<file path="src/rtl/rf_wb_queue.sv">
// Writeback queue/arbiter in front of the register-file write port. The main pipe always wins,
// and long-latency results are queued. Optional bypass feature: RF_WBQ_BYPASS_EN.
module rf_wb_queue #(
    parameter int DEPTH = 4
) (
    input  logic                       clk,
    input  logic                       rst_n,
    input  logic                       ena,
    input  logic                       pipe_wena,
    input  logic [4:0]                 pipe_waddr,
    input  logic [31:0]                pipe_wdata,
    input  logic                       mc_valid,
    output logic                       mc_ready,
    input  logic [4:0]                 mc_waddr,
    input  logic [31:0]                mc_wdata,
    output logic                       RF_Wena,
    output logic [4:0]                 w_addr,
    output logic [31:0]                w_data,
    input  logic [4:0]                 r_addr1,
    input  logic [4:0]                 r_addr2,
    output logic                       hazard1,
    output logic                       hazard2,
    output logic                       fwd_valid1,
    output logic                       fwd_valid2,
    output logic [31:0]                fwd_data1,
    output logic [31:0]                fwd_data2,
    output logic [$clog2(DEPTH+1)-1:0] count,
    output logic                       full,
    output logic                       empty
);
    localparam int PW = $clog2(DEPTH);
    localparam int CW = $clog2(DEPTH+1);

    typedef struct packed {
        logic        live;
        logic [4:0]  addr;
        logic [31:0] data;
    } entry_t;

    entry_t        q [DEPTH];
    logic [PW-1:0] head, tail;
    logic [CW-1:0] cnt;
    logic          wena_q;
    logic [4:0]    addr_q;
    logic [31:0]   data_q;

    logic pipe_wr, store, pop;

    assign full     = (cnt == CW'(DEPTH));
    assign empty    = (cnt == '0);
    assign count    = cnt;
    assign mc_ready = ena & ~full;
    assign RF_Wena  = ena & wena_q;
    assign w_addr   = addr_q;
    assign w_data   = data_q;

    assign pipe_wr = pipe_wena & (pipe_waddr != 5'd0);
    // A same-cycle pipe write to the same register is younger, so the mc result is dropped.
    assign store   = mc_valid & mc_ready & (mc_waddr != 5'd0)
                   & ~(pipe_wena & (pipe_waddr == mc_waddr));
    assign pop     = ena & ~pipe_wr & ~empty;

    always_ff @(posedge clk or negedge rst_n) begin
        if (!rst_n) begin
            head   <= '0;
            tail   <= '0;
            cnt    <= '0;
            wena_q <= 1'b0;
            addr_q <= '0;
            data_q <= '0;
            for (int i = 0; i < DEPTH; i++) q[i] <= '0;
        end else if (ena) begin
            if (pipe_wr) begin
                wena_q <= 1'b1;
                addr_q <= pipe_waddr;
                data_q <= pipe_wdata;
                // Kill older queued writes to this register so they cannot land afterwards.
                for (int i = 0; i < DEPTH; i++)
                    if (q[i].addr == pipe_waddr) q[i].live <= 1'b0;
            end else if (pop) begin
                wena_q        <= q[head].live;
                addr_q        <= q[head].addr;
                data_q        <= q[head].data;
                q[head].live  <= 1'b0;
                head          <= head + PW'(1);
            end else begin
                wena_q <= 1'b0;
            end
            if (store) begin
                q[tail] <= '{live: 1'b1, addr: mc_waddr, data: mc_wdata};
                tail    <= tail + PW'(1);
            end
            if (store && !pop)      cnt <= cnt + CW'(1);
            else if (pop && !store) cnt <= cnt - CW'(1);
        end
    end

    // Live bits are only ever set on occupied slots, so scanning all slots is enough.
    logic [1:0][4:0] raddr;
    logic [1:0]      raw;
    assign raddr = {r_addr2, r_addr1};

`ifdef RF_WBQ_BYPASS_EN
    logic [1:0][31:0] fdata;
`endif

    for (genvar p = 0; p < 2; p++) begin : g_port
        always_comb begin
            logic qhit;
            qhit = 1'b0;
`ifdef RF_WBQ_BYPASS_EN
            fdata[p] = data_q;
`endif
            // Oldest to newest, so the last match is the one nearest the tail.
            for (int k = 0; k < DEPTH; k++) begin
                if (q[head + PW'(k)].live && q[head + PW'(k)].addr == raddr[p]) begin
                    qhit = 1'b1;
`ifdef RF_WBQ_BYPASS_EN
                    fdata[p] = q[head + PW'(k)].data;
`endif
                end
            end
            raw[p] = (raddr[p] != 5'd0) & (qhit | (RF_Wena & (addr_q == raddr[p])));
        end
    end

`ifdef RF_WBQ_BYPASS_EN
    assign hazard1    = 1'b0;
    assign hazard2    = 1'b0;
    assign fwd_valid1 = raw[0];
    assign fwd_valid2 = raw[1];
    assign fwd_data1  = raw[0] ? fdata[0] : 32'd0;
    assign fwd_data2  = raw[1] ? fdata[1] : 32'd0;
`else
    assign hazard1    = raw[0];
    assign hazard2    = raw[1];
    assign fwd_valid1 = 1'b0;
    assign fwd_valid2 = 1'b0;
    assign fwd_data1  = 32'd0;
    assign fwd_data2  = 32'd0;
`endif

endmodule

</file>
<file path="config.mk">
export PLATFORM = sky130hd
export DESIGN_NAME = rf_wb_queue
export DESIGN_NICKNAME = d
export VERILOG_FILES = /design/src/rtl/rf_wb_queue.sv
export SDC_FILE = /design/constraint.sdc
export NUM_CORES = 1
export LEC_CHECK = 0
export CAP_MARGIN = 30
export CORE_ASPECT_RATIO = 1.1
export CORE_MARGIN = 2
export CORE_UTILIZATION = 45
export CTS_BUF_LIST = sky130_fd_sc_hd__clkbuf_16
export DETAILED_ROUTE_END_ITERATION = 10
export GPL_TIMING_DRIVEN = 0
export PLACE_DENSITY = 0.78
export SYNTH_ARGS = -nofsm -noshare
export SYNTH_HDL_FRONTEND = slang
export SYNTH_SLANG_ARGS = --single-unit
</file>
<file path="constraint.sdc">
create_clock -name clk -period 4.6 [get_ports clk]
set_input_delay 0.69 -clock clk [delete_from_list [all_inputs] [get_ports clk]]
set_output_delay 0.69 -clock clk [all_outputs]
set_load 0.01 [all_outputs]
</file>
* After elaboration in Yosys (flattened, before gate mapping)
Index checks and enable logic that the tools add are counted.
Storage, ports and cells: register bits after elaboration 197, bits of input ports 89, logic and storage cells 152
Operators by class: add/sub/neg operators 6, order comparisons 7, eq/ne operators 16, multiplexer cells 56, bitwise logic cells 24, reduce and logical (&&, ||, !) cells 25
Operator list (number):
- $mux 38 | 10
- $bmux 38 s2 | 4
- $bwmux 152 | 2
- $mux 152 | 2
- $mux 37 | 8
- $demux 38 s2 | 2
- $eq 5x5->1 | 15
- $mux 32 | 2
- $mux 1 | 22
- $reduce_bool 5->1 | 4
- $ge 3x3->1 const B | 5
- $not 2->3 | 5
- $and 1x1->1 | 13
- $logic_and 1x1->1 | 12
- $mux 5 | 2
- $lt 3x1->1 const B | 2
- $mux 3 | 2
- $reduce_and 2->1 | 3
- $add 2x1->2 const B | 2
- $add 2x2->2 const B | 2
- $not 1->1 | 4
- $reduce_bool 2->1 | 2
- $add 3x1->3 const B | 1
- $eq 3x3->1 const B | 1
- 5 further kinds | 7

* Longest topological paths before layout
Gate-level depths: netlist of run 1.
word-level depth 12, gate-level depth with buffers 12, depth with buffers taken out 10

* Worst setup path before layout of run 1
OpenSTA, ideal clock, no wires.
path type reg2out, start reg head[1], end out hazard1, data arrival time 3.057 ns, slack 0.853 ns, cell stages (with the launch flop) 13, cells stage by stage dfrtp_1 buf_4 buf_2 buf_1 inv_1 ha_1 buf_1 mux4_2 xor2_1 nor4_1 nand3_1 nand3_1 o22a_1
Between the ends: word-level cells in the longest chain between the ends 12, elaborated cells between the ends (all ways) 33, those cells by class 3 x add/sub; 4 x eq/ne; 16 x mux; 6 x bitwise; 4 x reduce/logical
Ends and longest elaborated chain:
- from (decl) | line 41 | logic [PW-1:0] head, tail;
- from (signal assigned) | line 85 | head <= head + PW'(1);
- $add 2x1->2 / $not 2->3 (equally long branches) | line 116 | if (q[head + PW'(k)].live && q[head + PW'(k)].addr == raddr[p]) begin
- $not 2->3 (implied by the code) / $bmux 38 s2 (equally long branches) | line 116
- $bmux 38 s2 / $mux 38 (equally long branches) | line 116
- $mux 38 (implied by the code) | line 116
- $mux 38 (implied by the code) / $eq 5x5->1 (equally long branches) | line 116
- $eq 5x5->1 / $logic_and 1x1->1 (equally long branches) | line 116
- $logic_and 1x1->1 / $mux 1 (equally long branches) | line 116
- $mux 1 (2 in series) | line 116
- $mux 1 * | line 116
- $or 1x1->1 * | line 123 | raw[p] = (raddr[p] != 5'd0) & (qhit | (RF_Wena & (addr_q == raddr[p])));
- $and 1x1->1 * | line 123
- to (decl) | line 21 | output logic hazard1,
Mark *: on every way between the ends. The rest lies on a longest branch, timed or not. The select of a mux whose other input is x is not followed.

* Final worst setup path of run 1
Same ends and word-level chain as after synthesis.

==> summary.txt, run 1 <==
run status -> complete, no violations
cell at the root of the clock tree -> clkbuf_16
CP Data Required Time -> 3910 ps
per-instance average area after synthesis -> 13.94 um^2
clock-pin slew on the worst setup and hold paths -> 70 ps
Min Clock Period, post-route -> 4394 ps
count of pins on the block boundary -> 201
number of buffers created by CTS -> 17
Syn Inst Count -> 805
aggregate routed wire length -> 26,020 um
number of global-route vias before repair -> 7,349
maximum fanout count along the critical path -> 28
core outline area -> 0.02447 mm^2
layout overhead on the synthesized area -> 22.06%
summed area of non-filler cells in the final layout -> 0.01369 mm^2
internal power -> 6068 uW
endpoints failing setup -> 0
peak supply drop -> 360.2 uV
post-layout net count -> 1,106
count of flip-flops with a built-in enable after synthesis -> 0
ys flop type -> dfrtp_1
crit share post-route -> 95.53%
post-route total power -> 9167 uW
worst min path class -> in2async
Detail Route Antenna Nets -> 0
YS warnings -> 0
vias after detailed routing -> 7,013
total clock sinks -> 197
Congestion Overflow GR -> 0
placed cell area -> 0.01308 mm^2
overall routing resource usage -> 20.40%
number of iterations in the first detailed-routing pass -> 5
DP HPWL -> 18,760 um
antenna violations before repair -> 2
largest net degree at the start of global routing -> 100
proportion of power drawn by combinational gates -> 48.0%
kind of end point of the critical path -> output port
buffer levels on the longest clock path -> 2
die outline area -> 0.02621 mm^2
proportion of power drawn by the clock network -> 16.9%
commonest non-fill, non-tap cell in the layout -> dfrtp_1
Seq cells post-synth -> 197
sum of negative setup slack -> 0 ps
die extent in x -> 154.6 um
via density per instance -> 5.265
Slew Limit Fails -> 0
H-Tree Level Count -> 4
proportion of layout cells with a drive suffix above 1 -> 35.10%
register share of total power -> 35.1%
Achievable Freq -> 227.6 MHz
commonest cells after routing, fill and taps aside -> dfrtp_1 (196), clkdlybuf4s50_1 (118), mux2_4 (77)
post-DR wirelength/cell -> 19.53 um
number of hold-repair buffers added at the cts stage -> 0
Row Count -> 60
Fin. Hold Viols -> 0
Iteration-0 DRC Markers -> 313
critical path type -> reg2out
clk_lat worst skew -> 430 ps
distinct cell type count after synthesis -> 43
first-pass GRT wire length -> 41,300 um
headroom to the max-slew limit -> 50.68%
switch share -> 33.80%
total leakage power -> 0.006325 uW
number of maximum-capacitance constraint violations -> 0
arrival time worst endpoint -> 3700 ps
IO Port Bufs -> 119
die outline height -> 169.6 um
Seq/Total Area, Yosys -> 43.94%
FFs w/ async S/R, synth -> 100.0%
effective utilization at floorplan -> 45.84%
maximum clock skew at final layout -> 10.00 ps
DR DRC count -> 0
Cell Area, Synth -> 0.01122 mm^2
switching power of the nets -> 3099 uW
worst-margin pin slew -> 739.8 ps
Worst Setup Start Kind -> flop
clock tree from TritonCTS -> yes
RePlAce Congestion -> 0.9002
Power Dens Cells -> 669.4 mW/mm^2
worst paths after layout:
check / to / slack, ps / cells past startpoint / start
min: q[55] / 310 / 1 / rst_n
min in group clk: w_data[30] / 480 / 2 / w_data[30]
min reg2reg: w_data[30] / 480 / 2 / w_data[30]
max in group asynchronous: head[0] / 3300 / 2 / rst_n
max reg2reg: count[2] / 2080 / 10 / count[0]
max: hazard1 / 210 / 11 / head[1]
cells in the mapped netlist (13+ instances only):
cell type / number / area share (%)
buf_4: 75 / 5.0
nand3_1: 15 / 0.67
o21ai_1: 29 / 1.3
nand2_1: 46 / 1.5
mux2_2: 73 / 7.3
xnor2_1: 31 / 2.4
mux4_2: 56 / 11
xor2_1: 49 / 3.8
dfrtp_1: 197 / 44
mux2_4: 77 / 10
o21ai_0: 13 / 0.58
mux2i_1: 37 / 3.3
flip-flops by register name, indices dropped and copies added, names as in the netlist:
| register | flops |
|---|---|
| count | 3 |
| q | 152 |
| wena_q | 1 |
| head | 2 |
| tail | 2 |
| w_addr | 5 |
| w_data | 32 |
metrics by stage:
step / std cells / setup WS [ps] / util [%] / hold slack [ps]
finish: 1332 / 205.8 / 55.96 / 305.4
global route: 1331 / -1.132 / 55.95 / 347.3
CTS: 1331 / 49.99 / 55.92 / 325.6
detailed placement: 1300 / -486.0 / 53.43 / 474.9
global placement: 1299 / -5320 / 53.29 / 463.0
floorplan: 870 / 853.0 / - / 394.4
worst max-delay path, stage by stage, from the launching register on:
cell             delay, ps
dfrtp_1                410
buf_6                  350
inv_1                  120
ha_2                   400
buf_4                  210
mux4_2                 360
xor2_1                 160
nor4_1                 340
nand3_1                130
nand3_1                130
o22a_1                 140
clkdlybuf4s50_1        530
repair_timing:
item,in CTS,in global routing
cloned,0,0
buffers inserted,1,0
resized for setup,5,4
setup endpoints to repair,2,2
routing by layer:
layer | up-vias | global-route usage, % | part of all wire, % | wire, um
met4 | 0 | 6.723 | 2.2 | 581
met1 | 3558 | 26.33 | 43 | 11150
li1 | 3148 | - | - | -
met3 | 42 | 4.086 | 6.0 | 1549
met2 | 265 | 34.65 | 49 | 12740
met5 | - | 0 | 0 | 0
kinds of logic after synthesis:
logic type / share of synthesized area [%]
AOI/OAI and AO/OA: 2.888
muxes: 32.17
buffers and inverters: 9.435
other: 0.03342
and+or+nand+nor: 4.104
DFF: 43.94
xor gates and xnor gates: 6.245
adders and majority gates: 1.182
area by class of cell:
class	instances	area, um^2
tap	310	387.9
fill	2024	10780
clock inverter	15	175.2
antenna	2	5.005
buffer	119	1035
timing repair buffer	121	1231
inverter	7	26.28
sequential	197	4931
multi-input combinational	544	5478
clock buffer	17	425.4
power groups by stage:
stage	sequential, uW	clock, uW	combinational [uW]
after floorplan	3120	0	3170
after global placement	3190	0	4270
after detailed placement	3230	0	4390
after CTS	3210	1580	4420
after global routing	3340	1640	4730
final	3220	1550	4400
(Power assumes the default switching activity.)
==> run 2: changes to the inputs <==
--- a/config.mk
+++ b/config.mk
@@ -5,7 +5,7 @@
 export SDC_FILE = /design/constraint.sdc
 export NUM_CORES = 1
 export LEC_CHECK = 0
-export CAP_MARGIN = 30
+export CAP_MARGIN = 20
 export CORE_ASPECT_RATIO = 1.1
 export CORE_MARGIN = 2
 export CORE_UTILIZATION = 45
@@ -13,6 +13,7 @@
 export DETAILED_ROUTE_END_ITERATION = 10
 export GPL_TIMING_DRIVEN = 0
 export PLACE_DENSITY = 0.78
+export SETUP_SLACK_MARGIN = 0.5
 export SYNTH_ARGS = -nofsm -noshare
 export SYNTH_HDL_FRONTEND = slang
 export SYNTH_SLANG_ARGS = --single-unit
==> run 2 against run 1 <==
Combinational power is 4% higher. Clock power hardly changed. Worst setup slack better by 460 ps. Wire length is 1.3% higher. Highest routed layer unchanged.
==> summary.txt, run 2 (synthesis gave the netlist of run 1 again) <==
layout overhead on the synthesized area -> 23.22% (was 22.06%)
clock-pin slew on the worst setup and hold paths -> 70 ps (about the same)
die outline height -> 169.6 um (unchanged)
# fillers -> 2,014 (was 2,024)
commonest cells after routing, fill and taps aside -> dfrtp_1 (196), clkdlybuf4s50_1 (116), buf_4 (81) (was dfrtp_1 (196), clkdlybuf4s50_1 (118), mux2_4 (77))
largest net degree at the start of global routing -> 100 (unchanged)
Min Clock Period, post-route -> 3930 ps (was 4394 ps)
total leakage power -> 0.006396 uW (was 0.006325 uW)
aggregate routed wire length -> 26,350 um (was 26,020 um)
capturing point of the worst reg2reg path -> count[2] (unchanged)
area of all sequential standard cells -> 0.004931 mm^2 (unchanged)
kind of end point of the critical path -> output port (unchanged)
Iteration-0 DRC Markers -> 344 (was 313)
internal reg-to-reg setup slack -> 2080 ps (about the same)
delay of the slowest cell on the worst path -> 430 ps (was 530 ps)
cell at the root of the clock tree -> clkbuf_16 (unchanged)
worst-margin pin slew -> 740.5 ps (was 739.8 ps)
sum of negative setup slack -> 0 ps (unchanged)
total clock sinks -> 197 (unchanged)
worst reg2reg startpoint -> count[0] (unchanged)
count of pins on the block boundary -> 201 (unchanged)
Worst Setup Start Kind -> flop (unchanged)
cell with the biggest individual delay on the critical path -> dfrtp_2 (was clkdlybuf4s50_1)
maximum clock skew at final layout -> 8.627 ps (was 10.00 ps)
setup repair after global routing missed its margin -> true
buffer levels on the longest clock path -> 2 (unchanged)
overall routing resource usage -> 20.55% (was 20.40%)
peak supply drop -> 362.6 uV (was 360.2 uV)
clock tree from TritonCTS -> yes (unchanged)
post-DR wirelength/cell -> 19.65 um (was 19.53 um)
endpoints failing setup -> 0 (unchanged)
clk_lat worst skew -> 430 ps (about the same)
top cell family by delay on the critical path -> buffers and inverters (unchanged)
count of buffer and inverter cells on the critical path -> 7 (was 4)
DP HPWL -> 18,760 um (unchanged)
Util after Layout -> 56.49% (was 55.96%)
area taken by multi-input logic gates -> 0.005494 mm^2 (was 0.005478 mm^2)
CP Data Required Time -> 3910 ps (about the same)
critical path type -> reg2out (unchanged)
first-pass GRT wire length -> 41,590 um (was 41,300 um)
antenna violations before repair -> 2 (unchanged)
via density per instance -> 5.260 (was 5.265)
number of flip-flops under the largest register name -> 152 (unchanged)
headroom to the max-slew limit -> 50.64% (was 50.68%)
Slew Limit Fails -> 0 (unchanged)
vias after detailed routing -> 7,054 (was 7,013)
crit share post-route -> 85.44% (was 95.53%)
proportion of layout cells with a drive suffix above 1 -> 35.86% (was 35.10%)
RePlAce Congestion -> 0.9002 (unchanged)
crit path cell chain -> buf_12 -> buf_12 -> buf_12 -> inv_1 -> ha_4 -> buf_8 -> mux4_2 -> buf_4 -> xor2_1 -> nor4_1 -> nand3_1 -> nand3_1 -> o22a_1 -> dlygate4sd2_1 (was buf_6 -> inv_1 -> ha_2 -> buf_4 -> mux4_2 -> xor2_1 -> nor4_1 -> nand3_1 -> nand3_1 -> o22a_1 -> clkdlybuf4s50_1)
die outline area -> 0.02621 mm^2 (unchanged)
Detail Route Antenna Nets -> 0 (unchanged)
number of global-route vias before repair -> 7,413 (was 7,349)
effective utilization at floorplan -> 45.84% (unchanged)
Congestion Overflow GR -> 0 (unchanged)
number of iterations in the first detailed-routing pass -> 5 (unchanged)
IO Port Bufs -> 119 (unchanged)
H-Tree Level Count -> 4 (unchanged)
post-layout net count -> 1,115 (was 1,106)
Power Dens Cells -> 677.4 mW/mm^2 (was 669.4 mW/mm^2)
Achievable Freq -> 254.4 MHz (was 227.6 MHz)
DR DRC count -> 0 (unchanged)
number of cell instances on the worst register-to-register path -> 10 (unchanged)
Fin. Hold Viols -> 0 (unchanged)
maximum fanout count along the critical path -> 10 (was 28)
cell repeated most along the worst path -> buf_12 (was nand3_1)
run status -> complete, no violations (unchanged)
die extent in x -> 154.6 um (unchanged)
startpoint of the worst setup timing path -> head[0] (was head[1])
number of maximum-capacitance constraint violations -> 0 (unchanged)
arrival time worst endpoint -> 3240 ps (was 3700 ps)
Row Count -> 60 (unchanged)
worst min path class -> in2async (unchanged)
most flop-heavy register -> q (unchanged)
core outline area -> 0.02447 mm^2 (unchanged)
commonest non-fill, non-tap cell in the layout -> dfrtp_1 (unchanged)
number of buffers created by CTS -> 17 (unchanged)
==> run 2: cell types whose count changed in the layout (fill, tap and decap cells not counted), moves of 2 or more <==
cell / previous run / this run
buf_4: 76 / 81
buf_8: 1 / 4
buf_12: 13 / 16
buf_6: 11 / 9
clkdlybuf4s50_1: 118 / 116
==> run 2: power breakdown <==
group / internal, uW / switching, uW
clock network: 862 / 690
logic: 2740 / 1850
registers: 2590 / 625
total: 6200 / 3170
==> run 2: what timing repair did <==
item	CTS	global route
hold buffers	0	0
setup buffers	6	1
endpoints found under the setup margin	2	1
gates resized for setup	27	3
pin swaps	3	3
==> run 2: area by class of cell <==
class,count,share of cell area [%]
plain buffers,122,8.028
multi-input cells,544,39.74
well taps,310,2.806
flip-flops and latches,197,35.67
clock buffers,17,3.077
diodes,2,0.03620
inverters,7,0.1901
repair buffers,127,9.186
clock inverters,15,1.267
==> run 2: metrics by stage <==
step / instances / setup WS, ps / total power, uW / hold slack, ps / area (um^2)
finish: 1341 / 669.8 / 9364 / 302.4 / 13820
floorplan: 870 / 853.0 / 6288 / 394.4 / 11460
global placement: 1299 / -5320 / 7462 / 463.0 / 13040
detailed placement: 1300 / -486.0 / 7621 / 474.9 / 13080
global route: 1340 / 489.1 / 9900 / 347.3 / 13820
CTS: 1338 / 556.4 / 9358 / 325.6 / 13810
==> run 2: metal layers <==
layer,global-route usage (%),part of all wire (%),vias up
li1,-,-,3165
met1,26.41,42,3567
met2,34.78,49,275
met3,4.060,6.2,47
met4,7.327,2.6,0
met5,0,0,-
==> run 2: how the worst max path moves through the flow <==
| stage | end | cells past startpoint | slack, ps |
|---|---|---|---|
| final | hazard2 | 14 | 670 |
| after global routing | hazard2 | 14 | 490 |
| after CTS | hazard1 | 14 | 560 |
| after detailed placement | hazard1 | 13 | -490 |
| after global placement | wena_q | 1 | -5320 |
| after floorplan | hazard1 | 12 | 850 |
==> run 2: worst register-to-register path, delay by kind of cell (launching register included) <==
family	cells	cell delay (ps)
AND/OR/NAND/NOR	4	790
adder cells (fa/ha/maj)	2	610
flip-flops	1	460
XOR/XNOR	2	300
buffers and inverters	2	230
==> run 3: changes to the inputs <==
--- a/config.mk
+++ b/config.mk
@@ -12,6 +12,7 @@
 export CTS_BUF_LIST = sky130_fd_sc_hd__clkbuf_16
 export DETAILED_ROUTE_END_ITERATION = 10
 export GPL_TIMING_DRIVEN = 0
+export MAX_ROUTING_LAYER = met4
 export PLACE_DENSITY = 0.78
 export SETUP_SLACK_MARGIN = 0.5
 export SYNTH_ARGS = -nofsm -noshare
==> constraint.sdc (replaced) <==
create_clock -name clk -period 4.2 [get_ports clk]
set_input_delay 0.63 -clock clk [delete_from_list [all_inputs] [get_ports clk]]
set_output_delay 0.63 -clock clk [all_outputs]
set_load 0.01 [all_outputs]
==> run 3 against run 2 <==
Combinational power grew 13%. Sequential share of layout area shrank 0.18 points. Worst hold slack lost 85 ps. Die area is the same. Final area grew 0.52%. Largest cell class unchanged. Largest power group unchanged. Worst setup slack lost 26 ps. Clock skew grew 2.4 ps.
==> summary.txt, run 3 (synthesis gave the netlist of run 1 again) <==
run status -> complete, no violations (unchanged)
internal power -> 6832 uW (was 6196 uW)
startpoint of the worst setup timing path -> head[0] (unchanged)
post-DR wirelength/cell -> 19.44 um (was 19.65 um)
number of iterations in the first detailed-routing pass -> 4 (was 5)
switching power of the nets -> 3461 uW (was 3169 uW)
setup repair after global routing missed its margin -> false (was true)
endpoints failing setup -> 0 (unchanged)
layout overhead on the synthesized area -> 23.85% (was 23.22%)
proportion of layout cells with a drive suffix above 1 -> 36.55% (was 35.86%)
Row Count -> 60 (unchanged)
Congestion Overflow GR -> 0 (unchanged)
post-layout net count -> 1,125 (was 1,115)
die extent in x -> 154.6 um (unchanged)
Worst Setup Start Kind -> flop (unchanged)
register share of total power -> 34.2% (was 34.4%)
via density per instance -> 5.252 (was 5.260)
RePlAce Congestion -> 0.9117 (was 0.9002)
aggregate routed wire length -> 26,220 um (was 26,350 um)
internal reg-to-reg setup slack -> 1670 ps (was 2080 ps)
proportion of power drawn by combinational gates -> 50.2% (was 49.1%)
Slew Limit Fails -> 0 (unchanged)
DR DRC count -> 0 (unchanged)
clock tree from TritonCTS -> yes (unchanged)
most flop-heavy register -> q (unchanged)
number of global-route vias before repair -> 7,346 (was 7,413)
effective utilization at floorplan -> 45.84% (unchanged)
commonest cells after routing, fill and taps aside -> dfrtp_1 (196), clkdlybuf4s50_1 (116), buf_4 (89) (was dfrtp_1 (196), clkdlybuf4s50_1 (116), buf_4 (81))
CP endpoint -> hazard1 (was hazard2)
number of flip-flops under the largest register name -> 152 (unchanged)
largest net degree at the start of global routing -> 106 (was 100)
crit share post-route -> 84.67%
worst reg2reg startpoint -> count[1] (was count[0])
switch share -> 33.62% (was 33.84%)
worst-margin pin slew -> 801.1 ps (was 740.5 ps)
die outline height -> 169.6 um (unchanged)
proportion of power drawn by the clock network -> 15.6% (was 16.6%)
maximum clock skew at final layout -> 11.04 ps (was 8.627 ps)
die outline area -> 0.02621 mm^2 (unchanged)
critical path type -> reg2out (unchanged)
Iteration-0 DRC Markers -> 487 (was 344)
Post-Route Hold Slack -> 217.4 ps (was 302.4 ps)
Worst Slack Setup Final -> 643.9 ps (was 669.8 ps)
clock-pin slew on the worst setup and hold paths -> 70 ps (about the same)
Min Clock Period, post-route -> 3556 ps
headroom to the max-slew limit -> 46.59% (was 50.64%)
IO Port Bufs -> 119 (unchanged)
clk_lat worst skew -> 430 ps (about the same)
number of cell instances on the worst register-to-register path -> 10 (unchanged)
antenna violations before repair -> 2 (unchanged)
number of maximum-capacitance constraint violations -> 0 (unchanged)
peak supply drop -> 393.1 uV (was 362.6 uV)
core outline area -> 0.02447 mm^2 (unchanged)
vias after detailed routing -> 7,085 (was 7,054)
kind of end point of the critical path -> output port (unchanged)
worst min path class -> in2async (unchanged)
Detail Route Antenna Nets -> 0 (unchanged)
H-Tree Level Count -> 4 (unchanged)
total clock sinks -> 197 (unchanged)
maximum fanout count along the critical path -> 5 (was 10)
CP Data Required Time -> 3570 ps (was 3910 ps)
number of buffers created by CTS -> 17 (unchanged)
buffer levels on the longest clock path -> 2 (unchanged)
count of pins on the block boundary -> 201 (unchanged)
total leakage power -> 0.006436 uW (was 0.006396 uW)
commonest non-fill, non-tap cell in the layout -> dfrtp_1 (unchanged)
DP HPWL -> 18,350 um (was 18,760 um)
capturing point of the worst reg2reg path -> count[2] (unchanged)
cell at the root of the clock tree -> clkbuf_16 (unchanged)
Power Dens Cells -> 740.7 mW/mm^2 (was 677.4 mW/mm^2)
Achievable Freq -> 281.2 MHz
pre-CTS setup slack -> -778.0 ps (was -486.0 ps)
first-pass GRT wire length -> 40,680 um (was 41,590 um)
overall routing resource usage -> 20.86% (was 20.55%)
Fin. Hold Viols -> 0 (unchanged)
arrival time worst endpoint -> 2930 ps (was 3240 ps)
## run 3: cell types whose count changed in the layout (fill, tap and decap cells not counted), sizes merged
cell	before	now
inv	12	10
bufinv	3	2
dlygate4sd2	1	0
buf	120	131
clkinvlp	1	2
## run 3: stage by stage
stage | instance area, um^2 | utilization, % | instances | setup TNS [ps] | power (uW)
floorplan | 11460 | - | 870 | 0 | 6886
global placement | 13040 | 53.29 | 1299 | -1119020 | 8170
detailed placement | 13080 | 53.43 | 1300 | -1550 | 8312
CTS | 13800 | 56.38 | 1338 | 0 | 10140
global route | 13900 | 56.78 | 1349 | 0 | 10890
finish | 13900 | 56.78 | 1349 | 0 | 10290
## run 3: how the worst min path moves through the flow
| stage | from | endpoint | slack, ps | cells after the start |
|---|---|---|---|---|
| after floorplan | rst_n | count[0] | 330 | 0 |
| after global placement | w_data[4] | w_data[4] | 460 | 2 |
| after detailed placement | w_data[4] | w_data[4] | 470 | 2 |
| after CTS | rst_n | q[58] | 260 | 1 |
| after global routing | rst_n | q[58] | 280 | 1 |
| final | rst_n | q[58] | 220 | 1 |
## run 3: layer usage
layer	vias up	GRT usage [%]	part of all wire, %
met5	-	-	0
met4	0	7.206	2.6
met3	47	4.622	6.2
met2	263	33.29	48
met1	3583	26.49	43
li1	3192	-	-
## run 3: area by class of cell
cell class	instances	area, um^2
Antenna cell	2	5.005
Clock inverter	13	131.4
Sequential cell	197	4931
Timing Repair Buffer	137	1371
Clock buffer	17	425.4
Buffer	122	1115
Multi-Input combinational cell	544	5493
Tap cell	310	387.9
Inverter	7	36.28
Fill cell	2001	10580
## run 3: power by group through the flow
stage	sequential (uW)	combinational, uW	clock, uW
final	3520	5170	1600
after global routing	3640	5540	1710
after CTS	3500	5010	1630
after detailed placement	3520	4790	0
after global placement	3490	4670	0
after floorplan	3410	3470	0
## run 3: repair_timing
item,CTS,global route
resized for setup,35,6
buffers inserted,8,8
hold buffers,0,0
pin swaps,4,8
setup endpoints to repair,2,2
gates cloned,0,1
## run 3: worst max-delay path, stage by stage, from the launching register on
cell and delay (ps):
dfrtp_2 430, buf_12 130, buf_12 110, buf_12 120, inv_8 50, ha_4 210
buf_8 140, mux4_2 340, xor2_1 170, nor4_1 310, nand3_1 110, nand3_1 100
o22a_1 150, buf_2 120
